--- config.mk ---
export PLATFORM = sky130hd
export DESIGN_NAME = vga_frame_monitor
export DESIGN_NICKNAME = d
export VERILOG_FILES = /design/src/rtl/vga_frame_monitor.sv
export SDC_FILE = /design/constraint.sdc
export NUM_CORES = 1
export LEC_CHECK = 0
export ABC_AREA = 1
export CAP_MARGIN = 20
export CORE_MARGIN = 2
export CORE_UTILIZATION = 45
export CTS_CLUSTER_DIAMETER = 200
export DETAILED_ROUTE_END_ITERATION = 8
export HOLD_SLACK_MARGIN = 0.05
export PLACE_DENSITY_LB_ADDON = 0.25
export SLEW_MARGIN = 20
export SYNTH_ARGS = -nofsm -noshare
export SYNTH_HDL_FRONTEND = slang
export SYNTH_SLANG_ARGS = --single-unit
--- constraint.sdc ---
create_clock -name clk -period 4.93 [get_ports clk]
set_clock_uncertainty 0.15 [all_clocks]
set_input_delay 0.493 -clock clk [delete_from_list [all_inputs] [get_ports clk]]
set_output_delay 0.493 -clock clk [all_outputs]
set_load 0.05 [all_outputs]
--- src/rtl/vga_frame_monitor.sv ---
// Purpose: measures sync timing, checksums pixel data and tracks lock state of an 8-bit VGA pixel bus.
// Latency: edge events are captured on the sampling clock edge; results and irq are visible one cycle later.
// Backpressure: none; data_ready is tied high and the video input is never stalled.
module vga_frame_monitor #(
  parameter logic POS_POL = 1'b1
) (
  input  logic        clk,
  input  logic        rst_n,
  input  logic [7:0]  vga_in,
  input  logic [5:0]  address,
  input  logic [31:0] data_in,
  input  logic [1:0]  data_write_n,
  input  logic [1:0]  data_read_n,
  output logic [31:0] data_out,
  output logic        data_ready,
  output logic        user_interrupt
);

  typedef enum logic [1:0] {
    IDLE    = 2'd0,
    ACQUIRE = 2'd1,
    MEASURE = 2'd2,
    LOCKED  = 2'd3
  } state_t;

  // Saturating 16-bit increment shared by all measurement counters.
  function automatic logic [15:0] sat_inc(input logic [15:0] v);
    return (v == 16'hFFFF) ? v : v + 16'd1;
  endfunction

  // Decoded sync levels (1 = active regardless of polarity) and pixel data.
  logic       hs;
  logic       vs;
  logic [5:0] rgb;
  logic       hs_rise;
  logic       hs_fall;
  logic       vs_rise;
  logic       vs_fall;

  // Register bus decode.
  logic wr;
  logic wr_ctrl;
  logic wr_stat;

  // Flops and their next-state values.
  state_t      state_q, state_d;
  logic        en_q, en_d;
  logic        irq_en_q, irq_en_d;
  logic        irq_pend_q, irq_pend_d;
  logic        geom_chg_q, geom_chg_d;
  logic        hs_d_q, hs_d_d;
  logic        vs_d_q, vs_d_d;
  logic [15:0] h_cnt_q, h_cnt_d;
  logic [15:0] hp_cnt_q, hp_cnt_d;
  logic [15:0] line_cnt_q, line_cnt_d;
  logic [15:0] vp_cnt_q, vp_cnt_d;
  logic [31:0] cks_q, cks_d;
  logic [15:0] h_period_q, h_period_d;
  logic [15:0] h_pulse_q, h_pulse_d;
  logic [15:0] v_lines_q, v_lines_d;
  logic [15:0] v_pulse_q, v_pulse_d;
  logic [31:0] frame_cks_q, frame_cks_d;
  logic [15:0] frame_cnt_q, frame_cnt_d;
  logic [15:0] ref_h_q, ref_h_d;
  logic [15:0] ref_v_q, ref_v_d;

  logic active;
  logic geom_hit;
  logic geom_set;
  logic irq_set;

  // Read strobes carry no meaning here and upper write-data bits are unused.
  logic unused;
  assign unused = ^{data_read_n, data_in[31:4]};

  assign hs      = vga_in[6] ~^ POS_POL;
  assign vs      = vga_in[7] ~^ POS_POL;
  assign rgb     = vga_in[5:0];
  assign hs_rise = hs & ~hs_d_q;
  assign hs_fall = ~hs & hs_d_q;
  assign vs_rise = vs & ~vs_d_q;
  assign vs_fall = ~vs & vs_d_q;

  assign wr      = (data_write_n != 2'b11);
  assign wr_ctrl = wr && (address == 6'h00);
  assign wr_stat = wr && (address == 6'h04);

  assign active     = (state_q != IDLE);
  assign data_ready = 1'b1;
  assign user_interrupt = irq_pend_q & irq_en_q;

  // Next-state logic: timing counters, captures, checksum, lock FSM and status bits.
  always_comb begin
    state_d     = state_q;
    en_d        = en_q;
    irq_en_d    = irq_en_q;
    irq_pend_d  = irq_pend_q;
    geom_chg_d  = geom_chg_q;
    hs_d_d      = hs;
    vs_d_d      = vs;
    h_cnt_d     = sat_inc(h_cnt_q);
    hp_cnt_d    = hp_cnt_q;
    line_cnt_d  = line_cnt_q;
    vp_cnt_d    = vp_cnt_q;
    cks_d       = cks_q;
    h_period_d  = h_period_q;
    h_pulse_d   = h_pulse_q;
    v_lines_d   = v_lines_q;
    v_pulse_d   = v_pulse_q;
    frame_cks_d = frame_cks_q;
    frame_cnt_d = frame_cnt_q;
    ref_h_d     = ref_h_q;
    ref_v_d     = ref_v_q;
    geom_set    = 1'b0;
    irq_set     = 1'b0;

    if (wr_ctrl) begin
      en_d     = data_in[0];
      irq_en_d = data_in[1];
    end

    // Horizontal period: capture count-including-this-cycle at each hsync start.
    if (hs_rise) begin
      if (active) h_period_d = sat_inc(h_cnt_q);
      h_cnt_d = 16'd0;
    end

    // Horizontal pulse width.
    if (hs_fall) begin
      if (active) h_pulse_d = hp_cnt_q;
      hp_cnt_d = 16'd0;
    end else if (hs) begin
      hp_cnt_d = sat_inc(hp_cnt_q);
    end

    // Lines per frame; a coincident hsync start belongs to the closing frame.
    if (hs_rise) line_cnt_d = sat_inc(line_cnt_q);
    if (vs_rise) begin
      if (active) v_lines_d = hs_rise ? sat_inc(line_cnt_q) : line_cnt_q;
      line_cnt_d = 16'd0;
    end

    // Vertical pulse width in lines.
    if (vs_fall) begin
      if (active) v_pulse_d = vp_cnt_q;
      vp_cnt_d = 16'd0;
    end else if (vs && hs_rise) begin
      vp_cnt_d = sat_inc(vp_cnt_q);
    end

    // Pixel checksum over sync-inactive cycles only.
    if (vs_rise) begin
      if (active) begin
        frame_cks_d = cks_q;
        frame_cnt_d = frame_cnt_q + 16'd1;
      end
      cks_d = 32'd0;
    end else if (!hs && !vs) begin
      cks_d = cks_q + {26'd0, rgb};
    end

    // While idle nothing accumulates.
    if (!active) begin
      h_cnt_d    = 16'd0;
      hp_cnt_d   = 16'd0;
      line_cnt_d = 16'd0;
      vp_cnt_d   = 16'd0;
      cks_d      = 32'd0;
    end

    // Lines inside vsync are excluded from the period check: real sources often
    // stretch or realign the first line of a frame.
    geom_hit = (hs_rise && !vs && (h_period_d != ref_h_q)) ||
               (vs_rise && (v_lines_d != ref_v_q));

    case (state_q)
      IDLE:    state_d = ACQUIRE;
      ACQUIRE: if (vs_rise) state_d = MEASURE;
      MEASURE: begin
        if (vs_rise) begin
          state_d = LOCKED;
          ref_h_d = h_period_d;
          ref_v_d = v_lines_d;
        end
      end
      LOCKED: begin
        if (geom_hit) begin
          state_d  = MEASURE;
          geom_set = 1'b1;
        end
      end
      default: state_d = IDLE;
    endcase

    if (!en_d) begin
      state_d  = IDLE;
      geom_set = 1'b0;
    end

    irq_set = vs_rise && (state_q == LOCKED) && (state_d == LOCKED);

    // Status bits: write-1 clears, a simultaneous set wins.
    if (wr_stat && data_in[2]) irq_pend_d = 1'b0;
    if (wr_stat && data_in[3]) geom_chg_d = 1'b0;
    if (irq_set)  irq_pend_d = 1'b1;
    if (geom_set) geom_chg_d = 1'b1;
  end

  // Register read mux, combinational from address.
  always_comb begin
    data_out = 32'd0;
    case (address)
      6'h00:   data_out = {30'd0, irq_en_q, en_q};
      6'h04:   data_out = {28'd0, geom_chg_q, irq_pend_q, state_q};
      6'h08:   data_out = {h_pulse_q, h_period_q};
      6'h0C:   data_out = {v_pulse_q, v_lines_q};
      6'h10:   data_out = frame_cks_q;
      6'h14:   data_out = {16'd0, frame_cnt_q};
      default: data_out = 32'd0;
    endcase
  end

  // State registers with synchronous active-low reset.
  always_ff @(posedge clk) begin
    if (!rst_n) begin
      state_q     <= IDLE;
      en_q        <= 1'b0;
      irq_en_q    <= 1'b0;
      irq_pend_q  <= 1'b0;
      geom_chg_q  <= 1'b0;
      hs_d_q      <= 1'b0;
      vs_d_q      <= 1'b0;
      h_cnt_q     <= 16'd0;
      hp_cnt_q    <= 16'd0;
      line_cnt_q  <= 16'd0;
      vp_cnt_q    <= 16'd0;
      cks_q       <= 32'd0;
      h_period_q  <= 16'd0;
      h_pulse_q   <= 16'd0;
      v_lines_q   <= 16'd0;
      v_pulse_q   <= 16'd0;
      frame_cks_q <= 32'd0;
      frame_cnt_q <= 16'd0;
      ref_h_q     <= 16'd0;
      ref_v_q     <= 16'd0;
    end else begin
      state_q     <= state_d;
      en_q        <= en_d;
      irq_en_q    <= irq_en_d;
      irq_pend_q  <= irq_pend_d;
      geom_chg_q  <= geom_chg_d;
      hs_d_q      <= hs_d_d;
      vs_d_q      <= vs_d_d;
      h_cnt_q     <= h_cnt_d;
      hp_cnt_q    <= hp_cnt_d;
      line_cnt_q  <= line_cnt_d;
      vp_cnt_q    <= vp_cnt_d;
      cks_q       <= cks_d;
      h_period_q  <= h_period_d;
      h_pulse_q   <= h_pulse_d;
      v_lines_q   <= v_lines_d;
      v_pulse_q   <= v_pulse_d;
      frame_cks_q <= frame_cks_d;
      frame_cnt_q <= frame_cnt_d;
      ref_h_q     <= ref_h_d;
      ref_v_q     <= ref_v_d;
    end
  end

endmodule

Word level (Yosys, flattened, before mapping):

Index checks and enable logic that the tools add are counted.

* output and inout port bits: 34
* logic and storage cells: 105
* register bits: 248
* bits of input ports: 52

* bitwise gates (word level): 13
* equality and inequality tests: 16
* add/subtract/negate cells: 6
* reduce and logical (&&, ||, !) cells: 29
* multiplexer cells: 21

Operators with widths (count)
* one-hot mux 32 bit (6 select lines): 1
* two-way mux 16 bit: 7
* adder 16 x 1 -> 16 bit, second input constant: 5
* == test 16 bit, second input constant: 4
* adder 32 x 6 -> 32 bit: 1
* != test 16 bit: 2
* == test 6 x 4 -> 1 bit, second input constant: 2
* == test 6 x 5 -> 1 bit, second input constant: 2
* AND reduction 2 bit: 6
* OR reduction 3 bit: 4
* logical AND 1 bit: 11
* two-way mux 1 bit: 8
* two-way mux 2 bit: 4
* NOT 1 bit: 8
* one-hot mux 2 bit (4 select lines): 1
* == test 2 bit, second input constant: 3
* == test 6 x 3 -> 1 bit, second input constant: 1
* zero test 6 bit: 1
* nonzero test 2 bit: 3
* bitwise AND 1 bit: 5
* == test 2 x 1 -> 1 bit, second input constant: 1
* zero test 1 bit: 2
* zero test 2 bit: 1
* != test 2 bit, second input constant: 1
* logical OR 1 bit: 1

Logic depth before layout (Yosys ltp):

* word-level depth: 14
* depth in mapped cells: 21
* gate-level depth less buffers: 21

Least setup slack after synthesis:

OpenSTA, ideal clock, no wires.

* path kind: input port to output port
* from: input address[5]
* to: output data_out[2]
* path slack: 2.058 ns
* required time: 4.287 ns
* path buffers: 1
* cell stages on the path: 6
* arrival time: 2.229 ns
* cells stage by stage: nor2_1 nand2_1 nor2_1 clkbuf_1 inv_1 o2111ai_1

* cells in the longest elaborated chain, start to end: 2
* elaborated cells between the ends (all ways): 7
* those cells by class: eq/ne (5); mux (1); reduce/logical (1)

Ends and longest elaborated chain
* start: declaration: RTL line 10 `input logic [5:0] address,`
* == test 6 x 5 -> 1 bit (tied with other cells): RTL line 212 `case (address)`
* one-hot mux 32 bit (6 select lines) (*): RTL line 212
* end: declaration: RTL line 14 `output logic [31:0] data_out,`

Mark *: on every way between the ends. The rest lies on a longest branch, timed or not.

Worst setup path in the final report:

* from: input address[1]
* to: output data_out[4]

Same word-level chain as after synthesis.

==> summary.md <==
| Metric | Value |
|---|---|
| Clock power frac | `47.1%` |
| CP cell instances | `clkdlybuf4s50_1 > nor2_1 > nand2_1 > nor2_1 > nand2_1 > buf_4 > inv_1 > a22oi_1 > nand2_1 > clkdlybuf4s50_1` |
| CP max-delay cell | `clkdlybuf4s50_1` |
| Vias per cell | `5.322` |
| Vias | `11390` |
| Clock tree sinks | `248` |
| Post-synth EDFFs | `0` |
| Sequential cell area | `4965 um2` |
| Synth Instances | `1749` |
| Die width | `168.9 um` |
| CTS resizes | `0` |
| Commonest non-fill, non-tap cells in the layout | `366 x nand2_1, 248 x dfxtp_1, 215 x inv_1, 164 x nor2_1, 150 x a21oi_1` |
| Post-Route WL | `32090 um` |
| GPL Wtd Cong | `0.9141` |
| Pre-antenna DRT Iters | `7` |
| Sw power | `879.1 uW` |
| Num CTS Buffers | `27` |
| Worst path required time | `4.29 ns` |
| R2R Setup Slk | `1.65 ns` |
| Global-route wire length before repair | `52960 um` |
| Commonest non-fill, non-tap cell in the layout | `nand2_1` |
| Post-synth ARST share | `0%` |
| Core area | `26800 um2` |
| Max stage delay on crit path | `0.82 ns` |
| Die H | `168.9 um` |
| # nets final | `1847` |
| Worst setup SP type | `primary input` |
| Tcrit/Tclk final | `83.25%` |
| Pint | `3123 uW` |
| CTS tree | `done` |
| Initial antenna violation count | `0` |
| Largest net degree at the start of global routing | `108` |
| Buffers and inverters on the worst path | `4` |
| Area taken by multi-input logic gates | `6135 um2` |
| Vias in the first global route | `10700` |
| Filler instances | `2606` |
| Largest regs | `cks_q: 32 flops, frame_cks_q: 32 flops` |
| Distinct cells, synth | `49` |
| Status | `completed` |
| CP max FO | `10` |
| Routed len/inst | `14.99 um` |
| I/O pin cnt | `86` |
| Leading area contributor after synthesis | `dfxtp_1` |
| Share of the synthesized area in the top cell type | `40.59%` |
| Clock Path Buffers | `3` |
| Leak Pwr | `0.005412 uW` |
| Combinational fraction of design power | `2.7%` |
| ANT cells | `0` |
| Setup bufs post-CTS | `0` |
| Final Hold Vio Count | `0` |
| Peak supply drop | `0.3252 mV` |
| Period minus WS final | `4.104 ns` |
| Post-cts hold buffer count | `0` |
| Routed Antenna Nets | `0` |
| Post-Layout Cell Count | `2141` |
| Top delay family on crit path | `buffers and inverters` |
| Min-Delay Path Class | `flop to flop` |
| Drc violations | `0` |
| # placed instances | `2095` |
| Register bit count reported by yosys | `248` |
| Switching part of the total | `21.97%` |
| Area contributors post-synth | `dfxtp_1 41%, nand2_1 11%, inv_1 6.6%` |
| HPWL after DPL | `23110 um` |
| Ys flop type | `dfxtp_1` |
| Mean Syn Cell Area | `6.994 um2` |
| Gr ovfl total | `0` |
| Setup TNS | `0 ns` |
| Final Max Tran Viols | `0` |
| Synthesis-to-finish area growth | `13.52%` |
| Yosys warns | `0` |
| # rows | `60` |
| Fmax achieved | `243.6 MHz` |
| PwrDens | `288.2 nW/um2` |
| Maxcap violations | `0` |
| Post-Syn Area | `12230 um2` |
| Max-slew headroom | `31.48%` |
| Port Buffers | `54` |
| Share of cells above drive strength 1 | `7.722%` |
| Sequential fraction of the synthesis area | `40.59%` |
| Seq pwr share | `50.3%` |
| DR iter-0 viols | `730` |
| Clock root cell | `clkbuf_16` |
| Syn nets | `1813` |
| Setup CP Type | `primary input to primary output` |
| Starting density of the core | `45.64%` |
| Most frequent CP cell | `nand2_1` |
| RSZ-0062 raised after global routing | `false` |
| Max H-tree Level | `1` |
| Crit path capture type | `primary output` |
| Worst Path Arrival | `3.46 ns` |
| GR Util All Layers | `22.71%` |
| Die footprint | `28520 um2` |
| Clock Latency Late Sink | `0.54 ns` |
| Post-place instance area | `13080 um2` |
| Setup violations, final | `0` |
| Clock slew at reported path FFs | `0.06 ns` |
| Post-Layout Inst Area | `13890 um2` |
| Worst slew pin tran | `1.028 ns` |
## layout make-up
cell class	count	share of cell area, %
Tap cell	341	3.073
Multi-Input combinational cell	1209	44.18
Inverter	224	6.073
Timing Repair Buffer	73	5.118
Clock buffer	42	5.632
Clock inverter	4	0.1712
Sequential cell	248	35.75
## kinds of logic (layout without fill, tap and decap cells)
group / Yosys count / count (layout) / share of synthesized area (%)
simple gates: 815 / 815 / 31.03
xor+xnor: 22 / 22 / 1.575
flops: 248 / 248 / 40.59
buf+inv: 292 / 343 / 9.339
other cells: 1 / 1 / 0.03066
fa+ha+maj: 12 / 12 / 1.289
compound gates: 359 / 359 / 16.15
## path summary, 6_finish.rpt
path                          endpoint                      start  cells after the start
max                        data_out[4]                 address[1]                     10
min          vp_cnt_q[15]$_SDFFE_PP0P_  vp_cnt_q[14]$_SDFFE_PP0P_                      2
max reg2reg    irq_pend_q$_SDFFE_PN0P_      h_cnt_q[0]$_SDFF_PP0_                     19
min reg2reg  vp_cnt_q[15]$_SDFFE_PP0P_  vp_cnt_q[14]$_SDFFE_PP0P_                      2
## synthesized netlist by cell type (all sizes together), types with 6 or more instances
cell / count
nor3: 56
o21ai: 145
dfxtp: 248
xnor2: 6
o211ai: 27
buf: 16
inv: 222
nand2: 375
nand3b: 23
nand4: 36
ha: 11
a22oi: 19
nor2: 182
nor4: 10
nand3: 103
or2: 23
xor2: 16
a21oi: 152
clkbuf: 52
## worst reg2reg max path, stage by stage, from the launching register on
cell,delay [ns]
dfxtp_1,0.39
ha_1,0.31
nand2_1,0.10
nor2_2,0.17
inv_2,0.06
nor2_4,0.16
nand3_2,0.48
nand4_2,0.35
nand2_1,0.11
nand2_1,0.07
nand2_1,0.04
nor2_1,0.09
nand2_1,0.09
nor2_2,0.11
nand2_1,0.09
nand2_1,0.10
nand3_1,0.08
nand2_1,0.08
nand2_1,0.07
a21oi_2,0.11
## metrics by stage
| stage | hold slack, ns | utilization (%) | total power [uW] | setup WS (ns) |
|---|---|---|---|---|
| floorplan | 0.2829 | - | 2118 | 2.058 |
| global placement | 0.2998 | 48.70 | 2160 | 0.8978 |
| detailed placement | 0.3010 | 48.80 | 2161 | 0.8630 |
| CTS | 0.3104 | 51.81 | 4037 | 0.8592 |
| global route | 0.3373 | 51.81 | 4124 | 0.7072 |
| finish | 0.3067 | 51.81 | 4002 | 0.8256 |
## power groups by stage
stage | logic [uW] | registers [uW] | clock network, uW
finish | 107 | 2010 | 1880
global route | 117 | 2010 | 2000
CTS | 106 | 2010 | 1920
detailed placement | 106 | 2060 | 0
global placement | 105 | 2060 | 0
floorplan | 63.7 | 2050 | 0
## per-layer routing
metal | up-vias | share of wire, % | routed length [um] | track usage, %
met1 | 5208 | 45 | 14380 | 29.65
met4 | 0 | 2.9 | 920 | 6.897
met5 | - | 0 | 0 | 0
met3 | 65 | 5.3 | 1686 | 2.899
li1 | 5821 | - | - | -
met2 | 300 | 47 | 15110 | 39.26
Power figures use the tool's default switching activity.
